## src/rtl/text_writer_pkg.sv

```systemverilog
// Shared definitions for the register-dump text writer: FSM encoding,
// ASCII constants and the header string ROM.
package text_writer_pkg;

    typedef enum logic [2:0] {
        ST_IDLE   = 3'd0,
        ST_HEADER = 3'd1,
        ST_SNAP   = 3'd2,
        ST_LINE   = 3'd3,
        ST_DONE   = 3'd4
    } state_t;

    localparam logic [7:0] CH_SPACE = 8'h20;
    localparam logic [7:0] CH_ZERO  = 8'h30;
    localparam logic [7:0] CH_ONE   = 8'h31;
    localparam logic [7:0] CH_A     = 8'h41;
    localparam logic [7:0] CH_COLON = 8'h3A;
    localparam logic [7:0] CH_R     = 8'h52;

    localparam int HDR_TEXT_LEN = 21;
    localparam logic [8*HDR_TEXT_LEN-1:0] HDR_TEXT_HEX = "REGISTER VALUES (HEX)";
    localparam logic [8*HDR_TEXT_LEN-1:0] HDR_TEXT_BIN = "REGISTER VALUES (BIN)";

    // Header character at position pos; anything past the text is a space.
    function automatic logic [7:0] header_char(input int pos, input logic hex);
        logic [8*HDR_TEXT_LEN-1:0] txt;
        logic [7:0]                res;
        txt = hex ? HDR_TEXT_HEX : HDR_TEXT_BIN;
        res = CH_SPACE;
        for (int k = 0; k < HDR_TEXT_LEN; k++) begin
            res = (pos == k) ? txt[8*(HDR_TEXT_LEN-1-k) +: 8] : res;
        end
        return res;
    endfunction

    // Uppercase hex digit for one nibble.
    function automatic logic [7:0] nib_ascii(input logic [3:0] nib);
        return (nib < 4'd10) ? (CH_ZERO + {4'h0, nib})
                             : (CH_A + {4'h0, nib} - 8'd10);
    endfunction

endpackage

```

## src/rtl/char_fmt.sv

```systemverilog
// Combinational formatter for one character of a register line:
// "Rnn: " prefix followed by hex or binary digits, MSB first.
module char_fmt
    import text_writer_pkg::*;
#(
    parameter int DATA_W = 32,
    parameter int POS_W  = 6,
    parameter int IDX_W  = 5
) (
    input  logic              mode_hex,
    input  logic [POS_W-1:0]  pos,
    input  logic [IDX_W-1:0]  idx,
    input  logic [DATA_W-1:0] snap,
    output logic [7:0]        ascii
);

    localparam int NIBBLES = DATA_W / 4;

    logic [6:0] idx7_s;
    logic [6:0] tens_s;
    logic [6:0] units_s;
    int         digit_s;
    logic [3:0] nib_s;
    logic       bit_s;

    // Decimal split of the register index (index is always below 100).
    always_comb begin
        idx7_s  = 7'(idx);
        tens_s  = idx7_s / 7'd10;
        units_s = idx7_s % 7'd10;
    end

    // Digit position after the 5-character prefix selects a nibble or a bit.
    always_comb begin
        digit_s = int'(pos) - 32'sd5;
        nib_s   = 4'h0;
        bit_s   = 1'b0;
        for (int k = 0; k < NIBBLES; k++) begin
            nib_s = nib_s | ((digit_s == k) ? snap[DATA_W-4-4*k +: 4] : 4'h0);
        end
        for (int k = 0; k < DATA_W; k++) begin
            bit_s = bit_s | ((digit_s == k) ? snap[DATA_W-1-k] : 1'b0);
        end
    end

    // Character mux; hex lines are padded with spaces to the binary width.
    always_comb begin
        ascii = CH_SPACE;
        case (pos)
            POS_W'(0): ascii = CH_R;
            POS_W'(1): ascii = CH_ZERO + {1'b0, tens_s};
            POS_W'(2): ascii = CH_ZERO + {1'b0, units_s};
            POS_W'(3): ascii = CH_COLON;
            POS_W'(4): ascii = CH_SPACE;
            default: begin
                if (mode_hex) begin
                    ascii = (digit_s < NIBBLES) ? nib_ascii(nib_s) : CH_SPACE;
                end else begin
                    ascii = bit_s ? CH_ONE : CH_ZERO;
                end
            end
        endcase
    end

endmodule

```

## src/rtl/reg_text_writer.sv

```systemverilog
// Register-dump text writer: writes a header line and one formatted line
// per register into the VGA character RAM through a ready handshake.
module reg_text_writer
    import text_writer_pkg::*;
#(
    parameter int NUM_REGS     = 32,
    parameter int DATA_W       = 32,
    parameter int COLS         = 80,
    parameter int ROWS         = 40,
    parameter int MARGIN_LEFT  = 5,
    parameter int FIRST_ROW    = 2,
    parameter int ADDR_W       = 12,
    parameter int AUTO_REFRESH = 1
) (
    input  logic                       clk,
    input  logic                       reset_n,
    input  logic [NUM_REGS*DATA_W-1:0] regs_flat,
    input  logic                       mode_hex,
    input  logic                       refresh_req,
    input  logic                       text_ready,
    output logic [7:0]                 text_data,
    output logic [ADDR_W-1:0]          text_addr,
    output logic                       text_we,
    output logic                       busy,
    output logic                       frame_done
);

    localparam int LINE_LEN = 5 + DATA_W;
    localparam int HDR_LEN  = COLS - MARGIN_LEFT;
    localparam int MAX_LEN  = (HDR_LEN > LINE_LEN) ? HDR_LEN : LINE_LEN;
    localparam int POS_W    = $clog2(MAX_LEN);
    localparam int IDX_W    = (NUM_REGS > 1) ? $clog2(NUM_REGS) : 1;
    localparam int AW1      = ADDR_W + 1;

    if (NUM_REGS < 1 || NUM_REGS > 99) begin : g_chk_num_regs
        $fatal(1, "reg_text_writer: NUM_REGS must be 1..99");
    end
    if (DATA_W < 4 || DATA_W > 64 || (DATA_W % 4) != 0) begin : g_chk_data_w
        $fatal(1, "reg_text_writer: DATA_W must be 4..64 and a multiple of 4");
    end
    if (FIRST_ROW + NUM_REGS > ROWS) begin : g_chk_rows
        $fatal(1, "reg_text_writer: register lines do not fit on screen");
    end
    if (MARGIN_LEFT + LINE_LEN > COLS) begin : g_chk_cols
        $fatal(1, "reg_text_writer: register line wider than screen");
    end
    if (COLS * ROWS > 2**ADDR_W) begin : g_chk_addr
        $fatal(1, "reg_text_writer: ADDR_W too small for screen");
    end

    state_t              state_r,  state_nx_s;
    logic [POS_W-1:0]    pos_r,    pos_nx_s;
    logic [IDX_W-1:0]    idx_r,    idx_nx_s;
    logic [DATA_W-1:0]   snap_r,   snap_nx_s;
    logic                mode_r,   mode_nx_s;
    logic [DATA_W-1:0]   reg_sel_s;
    logic                accept_s;
    logic [7:0]          fmt_char_s;

    logic                we_nx_s, busy_nx_s, done_nx_s;
    logic [ADDR_W-1:0]   addr_nx_s;
    logic [7:0]          data_nx_s;

    logic                text_we_r, busy_r, frame_done_r;
    logic [ADDR_W-1:0]   text_addr_r;
    logic [7:0]          text_data_r;

    assign accept_s = text_we_r & text_ready;

    // Register addressed by the current line index.
    always_comb begin
        reg_sel_s = '0;
        for (int k = 0; k < NUM_REGS; k++) begin
            reg_sel_s = reg_sel_s | ((int'(idx_r) == k) ? regs_flat[k*DATA_W +: DATA_W] : '0);
        end
    end

    // Next-state logic; pos/idx only advance on an accepted character.
    always_comb begin
        state_nx_s = state_r;
        pos_nx_s   = pos_r;
        idx_nx_s   = idx_r;
        snap_nx_s  = snap_r;
        mode_nx_s  = mode_r;
        case (state_r)
            ST_IDLE: begin
                if ((AUTO_REFRESH != 0) || refresh_req) begin
                    state_nx_s = ST_HEADER;
                    pos_nx_s   = '0;
                    idx_nx_s   = '0;
                    mode_nx_s  = mode_hex;
                end else begin
                    state_nx_s = ST_IDLE;
                end
            end
            ST_HEADER: begin
                if (accept_s) begin
                    if (pos_r == POS_W'(HDR_LEN - 1)) begin
                        state_nx_s = ST_SNAP;
                        pos_nx_s   = '0;
                        idx_nx_s   = '0;
                    end else begin
                        pos_nx_s = pos_r + POS_W'(1);
                    end
                end else begin
                    state_nx_s = ST_HEADER;
                end
            end
            ST_SNAP: begin
                snap_nx_s  = reg_sel_s;
                state_nx_s = ST_LINE;
                pos_nx_s   = '0;
            end
            ST_LINE: begin
                if (accept_s) begin
                    if (pos_r == POS_W'(LINE_LEN - 1)) begin
                        pos_nx_s = '0;
                        if (idx_r == IDX_W'(NUM_REGS - 1)) begin
                            state_nx_s = ST_DONE;
                        end else begin
                            idx_nx_s   = idx_r + IDX_W'(1);
                            state_nx_s = ST_SNAP;
                        end
                    end else begin
                        pos_nx_s = pos_r + POS_W'(1);
                    end
                end else begin
                    state_nx_s = ST_LINE;
                end
            end
            ST_DONE: begin
                state_nx_s = ST_IDLE;
            end
            default: begin
                state_nx_s = ST_IDLE;
            end
        endcase
    end

    char_fmt #(
        .DATA_W (DATA_W),
        .POS_W  (POS_W),
        .IDX_W  (IDX_W)
    ) u_char_fmt (
        .mode_hex (mode_nx_s),
        .pos      (pos_nx_s),
        .idx      (idx_nx_s),
        .snap     (snap_nx_s),
        .ascii    (fmt_char_s)
    );

    // Outputs for the next cycle, derived from the next state so they can be registered.
    always_comb begin
        we_nx_s   = (state_nx_s == ST_HEADER) || (state_nx_s == ST_LINE);
        busy_nx_s = (state_nx_s != ST_IDLE);
        done_nx_s = (state_nx_s == ST_DONE);
        addr_nx_s = '0;
        data_nx_s = CH_SPACE;
        case (state_nx_s)
            ST_HEADER: begin
                addr_nx_s = ADDR_W'(AW1'(MARGIN_LEFT) + AW1'(pos_nx_s));
                data_nx_s = header_char(int'(pos_nx_s), mode_nx_s);
            end
            ST_LINE: begin
                addr_nx_s = ADDR_W'((AW1'(FIRST_ROW) + AW1'(idx_nx_s)) * AW1'(COLS)
                                    + AW1'(MARGIN_LEFT) + AW1'(pos_nx_s));
                data_nx_s = fmt_char_s;
            end
            default: begin
                addr_nx_s = '0;
                data_nx_s = CH_SPACE;
            end
        endcase
    end

    // FSM and datapath state.
    always_ff @(posedge clk or negedge reset_n) begin
        if (!reset_n) begin
            state_r <= ST_IDLE;
            pos_r   <= '0;
            idx_r   <= '0;
            snap_r  <= '0;
            mode_r  <= 1'b0;
        end else begin
            state_r <= state_nx_s;
            pos_r   <= pos_nx_s;
            idx_r   <= idx_nx_s;
            snap_r  <= snap_nx_s;
            mode_r  <= mode_nx_s;
        end
    end

    // Output registers; they hold their value while a write is stalled.
    always_ff @(posedge clk or negedge reset_n) begin
        if (!reset_n) begin
            text_we_r    <= 1'b0;
            text_data_r  <= CH_SPACE;
            text_addr_r  <= '0;
            busy_r       <= 1'b0;
            frame_done_r <= 1'b0;
        end else begin
            text_we_r    <= we_nx_s;
            text_data_r  <= data_nx_s;
            text_addr_r  <= addr_nx_s;
            busy_r       <= busy_nx_s;
            frame_done_r <= done_nx_s;
        end
    end

    assign text_we    = text_we_r;
    assign text_data  = text_data_r;
    assign text_addr  = text_addr_r;
    assign busy       = busy_r;
    assign frame_done = frame_done_r;

endmodule

```

## config.mk

```make
export PLATFORM = sky130hd
export DESIGN_NAME = reg_text_writer
export DESIGN_NICKNAME = d
export VERILOG_FILES = /design/src/rtl/text_writer_pkg.sv /design/src/rtl/char_fmt.sv /design/src/rtl/reg_text_writer.sv
export SDC_FILE = /design/constraint.sdc
export NUM_CORES = 1
export LEC_CHECK = 0
export ABC_AREA = 1
export CORE_AREA = 2 2 413 415
export DETAILED_ROUTE_END_ITERATION = 8
export DIE_AREA = 0 0 415 417
export HOLD_SLACK_MARGIN = 0.08
export PLACE_DENSITY = 0.3
export SLEW_MARGIN = 20
export SYNTH_ARGS = -nofsm -noshare
export SYNTH_HDL_FRONTEND = slang
export SYNTH_SLANG_ARGS = --single-unit
```

## constraint.sdc

```tcl
create_clock -name clk -period 4.4 [get_ports clk]
set_clock_uncertainty 0.15 [all_clocks]
set_input_delay 0.88 -clock clk [delete_from_list [all_inputs] [get_ports clk]]
set_output_delay 0.88 -clock clk [all_outputs]
set_load 0.02 [all_outputs]
```

==> run metrics <==
H-tree depth 3; most frequent cell on the critical path nand2_1; number of global-route vias before repair 23800; Die Y 417 um; Synth Flop Type dfrtp_1; CP max-delay cell dfrtp_2; DP HPWL 171 mm; Iter 0 DRT Violations 1742; CTS Sinks 71; worst r2r src idx_r[0]$_DFF_PN0_; FP Rows 151; Metal-1 WL 80.8 mm; Worst Path Required 4560 ps; Setup TNS Final 0 ps; top area cells in the synthesized netlist nand2_1 30%, dfrtp_1 13%, nand3_1 7.7%; total gr overflow 0; most frequent cells in the layout 1051 x nand2_1, 1048 x clkdlybuf4s50_1, 299 x buf_4; final worst path period share 94.4%; core region area 169000 um^2; Max Root-Sink Buffers 2; Relative slew margins 37.3%; maximum achievable frequency 241 MHz; Final Wtd Congestion 0.927; peak supply drop 0.262 mV; Leakage 12.4 nW; routed wire length 198 mm; max layer used met5; Power Total 8.86 mW; antenna viol nets, final 0; Slew Limit Fails 0; largest net degree at the start of global routing 53; hold_buf cts 0; Avg Vias per Cell 3.93; Starting Density 7.93%; max-cap viol count 0; Die W 415 um; Synth cell types 55; Synthesis Warnings 0; CTS root buffer clkbuf_16; sequential area share after synthesis 13.3%; origin of the worst setup path idx_r[0]$_DFF_PN0_; Post-Syn Instances 2466; Power Dens Cells 299 nW/um^2; post-synthesis cell area 13400 um^2; met3 WL 13.8 mm; Avg WL per Cell 33.1 um; Buf+Inv Stages, Crit Path 7; cell accounting for the most synthesized area nand2_1; I/O pin total 1052; fin crit period 4150 ps; cts bufs inserted 9; most common cell after layout, fill and taps aside nand2_1; layout cells sized above 1 14.0%; Startpoint Class flop; Hold Crit Class flop to flop; PortBufs 1050; WP data arrival 4310 ps; Hold Crit Start snap_r[31]$_DFF_PN0_; GRT Util Overall 22.0%; routed vias 23600; FF+latch count, synth 71; CP max FO 26; Setup Crit Path Kind flop to flop; number of enable flip-flop cells after synthesis 0; status complete, no violations; endpoints failing hold 0; setup bufs post-CTS 0; crit end category flop; endpoints failing setup 0; Crit path largest cell delay 440 ps; unrepaired setup endpoints after global routing false; clk_lat worst skew 370 ps; top-area cell type share of the netlist area 29.5%; Area Overhead vs Synth 122%; Synth Net Count 3527; initial antenna violation count 110; metal2 WL 98.8 mm; nets 4802; DRT Pass-1 Iters 7; Async SR Flop Fraction 100%; Worst-path clk slew 70 ps; CTS tree yes; Slew @ Worst Pin 940 ps; sequence of cells on the critical path inv_1, ha_1, buf_4, nand3_1, inv_2, buf_12, a22oi_2, buf_4, nand4_1, nor3_2, buf_4, nand3_1, o21ai_0, o21ai_1, inv_1, nand2_1, nor2_2, ha_1, nand2_1, nand3_1, nand2_1, nand2_1, nand2_1, nand2_1; Avg Cell Area, Syn 5.42 um^2; cell family with most CP delay simple AND/OR/NAND/NOR gates; DRC viols 0; die area 173000 um^2; first-pass GRT wire length 249 mm
cells by family after synthesis:
group / share of synthesized area, %
fa+ha+maj: 3.05
compound gates: 15.0
xor+xnor: 0.721
simple gates: 56.9
buf+inv: 11.0
flops: 13.3
worst min-delay path, stage by stage, from the launching register on:
cell     delay (ps)
dfrtp_1         320
o21ai_0          70
inv_1            90
final timing paths:
path	cells past startpoint	slack, ps	to
max in group asynchronous	2	2740	snap_r[21]$_DFF_PN0_
worst max-delay path	24	250	text_data[4]$_DFF_PN0_
min in group asynchronous	1	440	text_addr[0]$_DFF_PN0_
worst min-delay path	2	380	snap_r[31]$_DFF_PN0_
worst min register to register	2	380	snap_r[31]$_DFF_PN0_
worst max register to register	24	250	text_data[4]$_DFF_PN0_
metal layers:
metal  track usage (%)  up-vias
li1                  -    10800
met1              26.2    11500
met2              39.1      979
met3              5.73      216
met4              5.20       74
met5                 0        -
through the flow:
stage,setup slack [ps],hold WS [ps],std cells,instance area (um^2),util (%)
after detailed placement,-306,370,5947,29100,17.3
after floorplan,534,314,2466,13400,-
after global routing,0.933,402,5981,29700,17.6
after global placement,-362,365,5947,29100,17.3
after CTS,14.2,390,5963,29400,17.5
final,248,379,5988,29700,17.6
synth_stat cells, types with 3 or more instances:
library cell / number
nand2_1: 1052
nand3_1: 207
inv_1: 194
nor2_1: 178
nand4_1: 125
buf_2: 73
dfrtp_1: 70
a22o_1: 60
nor3_1: 55
o21ai_0: 50
a22oi_1: 35
clkbuf_1: 33
ha_1: 31
a21oi_1: 30
a221oi_1: 28
or2_2: 27
a211oi_1: 25
o2111ai_1: 24
inv_2: 21
nor2_2: 18
nand2_2: 17
nand3_2: 11
buf_4: 9
o21ai_1: 8
xor2_1: 8
and3_1: 7
nand3b_1: 6
nor2_4: 6
buf_1: 5
nand2_4: 5
o211ai_1: 4
or2_0: 4
buf_6: 3
nor3_2: 3
nor4_1: 3
xnor2_1: 3
what timing repair did:
action | 4_1_cts | 5_1_grt
hold endpoints to repair | 0 | 0
endpoints found under the setup margin | 7 | 12
cloned | 0 | 1
pin swaps | 0 | 2
resized for setup | 5 | 41
power breakdown:
| part | internal, mW | total [mW] | leakage, nW | switching (mW) |
|---|---|---|---|---|
| combinational | 3.01 | 7.00 | 11.4 | 3.98 |
| clock | 0.445 | 0.810 | 0.143 | 0.364 |
| sequential | 0.913 | 1.06 | 0.853 | 0.146 |
| total | 4.37 | 8.86 | 12.4 | 4.49 |
final cells by class:
| type | instances | area (um^2) |
|---|---|---|
| Inverter | 219 | 868 |
| Timing Repair Buffer | 1388 | 13500 |
| Tap cell | 2218 | 2780 |
| Multi-Input combinational cell | 2052 | 10300 |
| Sequential cell | 71 | 1780 |
| Clock buffer | 9 | 225 |
| Clock inverter | 7 | 80.1 |
| Fill cell | 19400 | 139000 |
| Antenna cell | 24 | 60.1 |
sequential cells by signal (all words and copies together), names as in the netlist:
name,flops
state_r,3
mode_r,1
text_addr,12
busy,1
pos_r,7
text_we,1
frame_done,1
idx_r,5
snap_r,32
text_data,8
No activity file was read; power rests on OpenSTA's default activity.
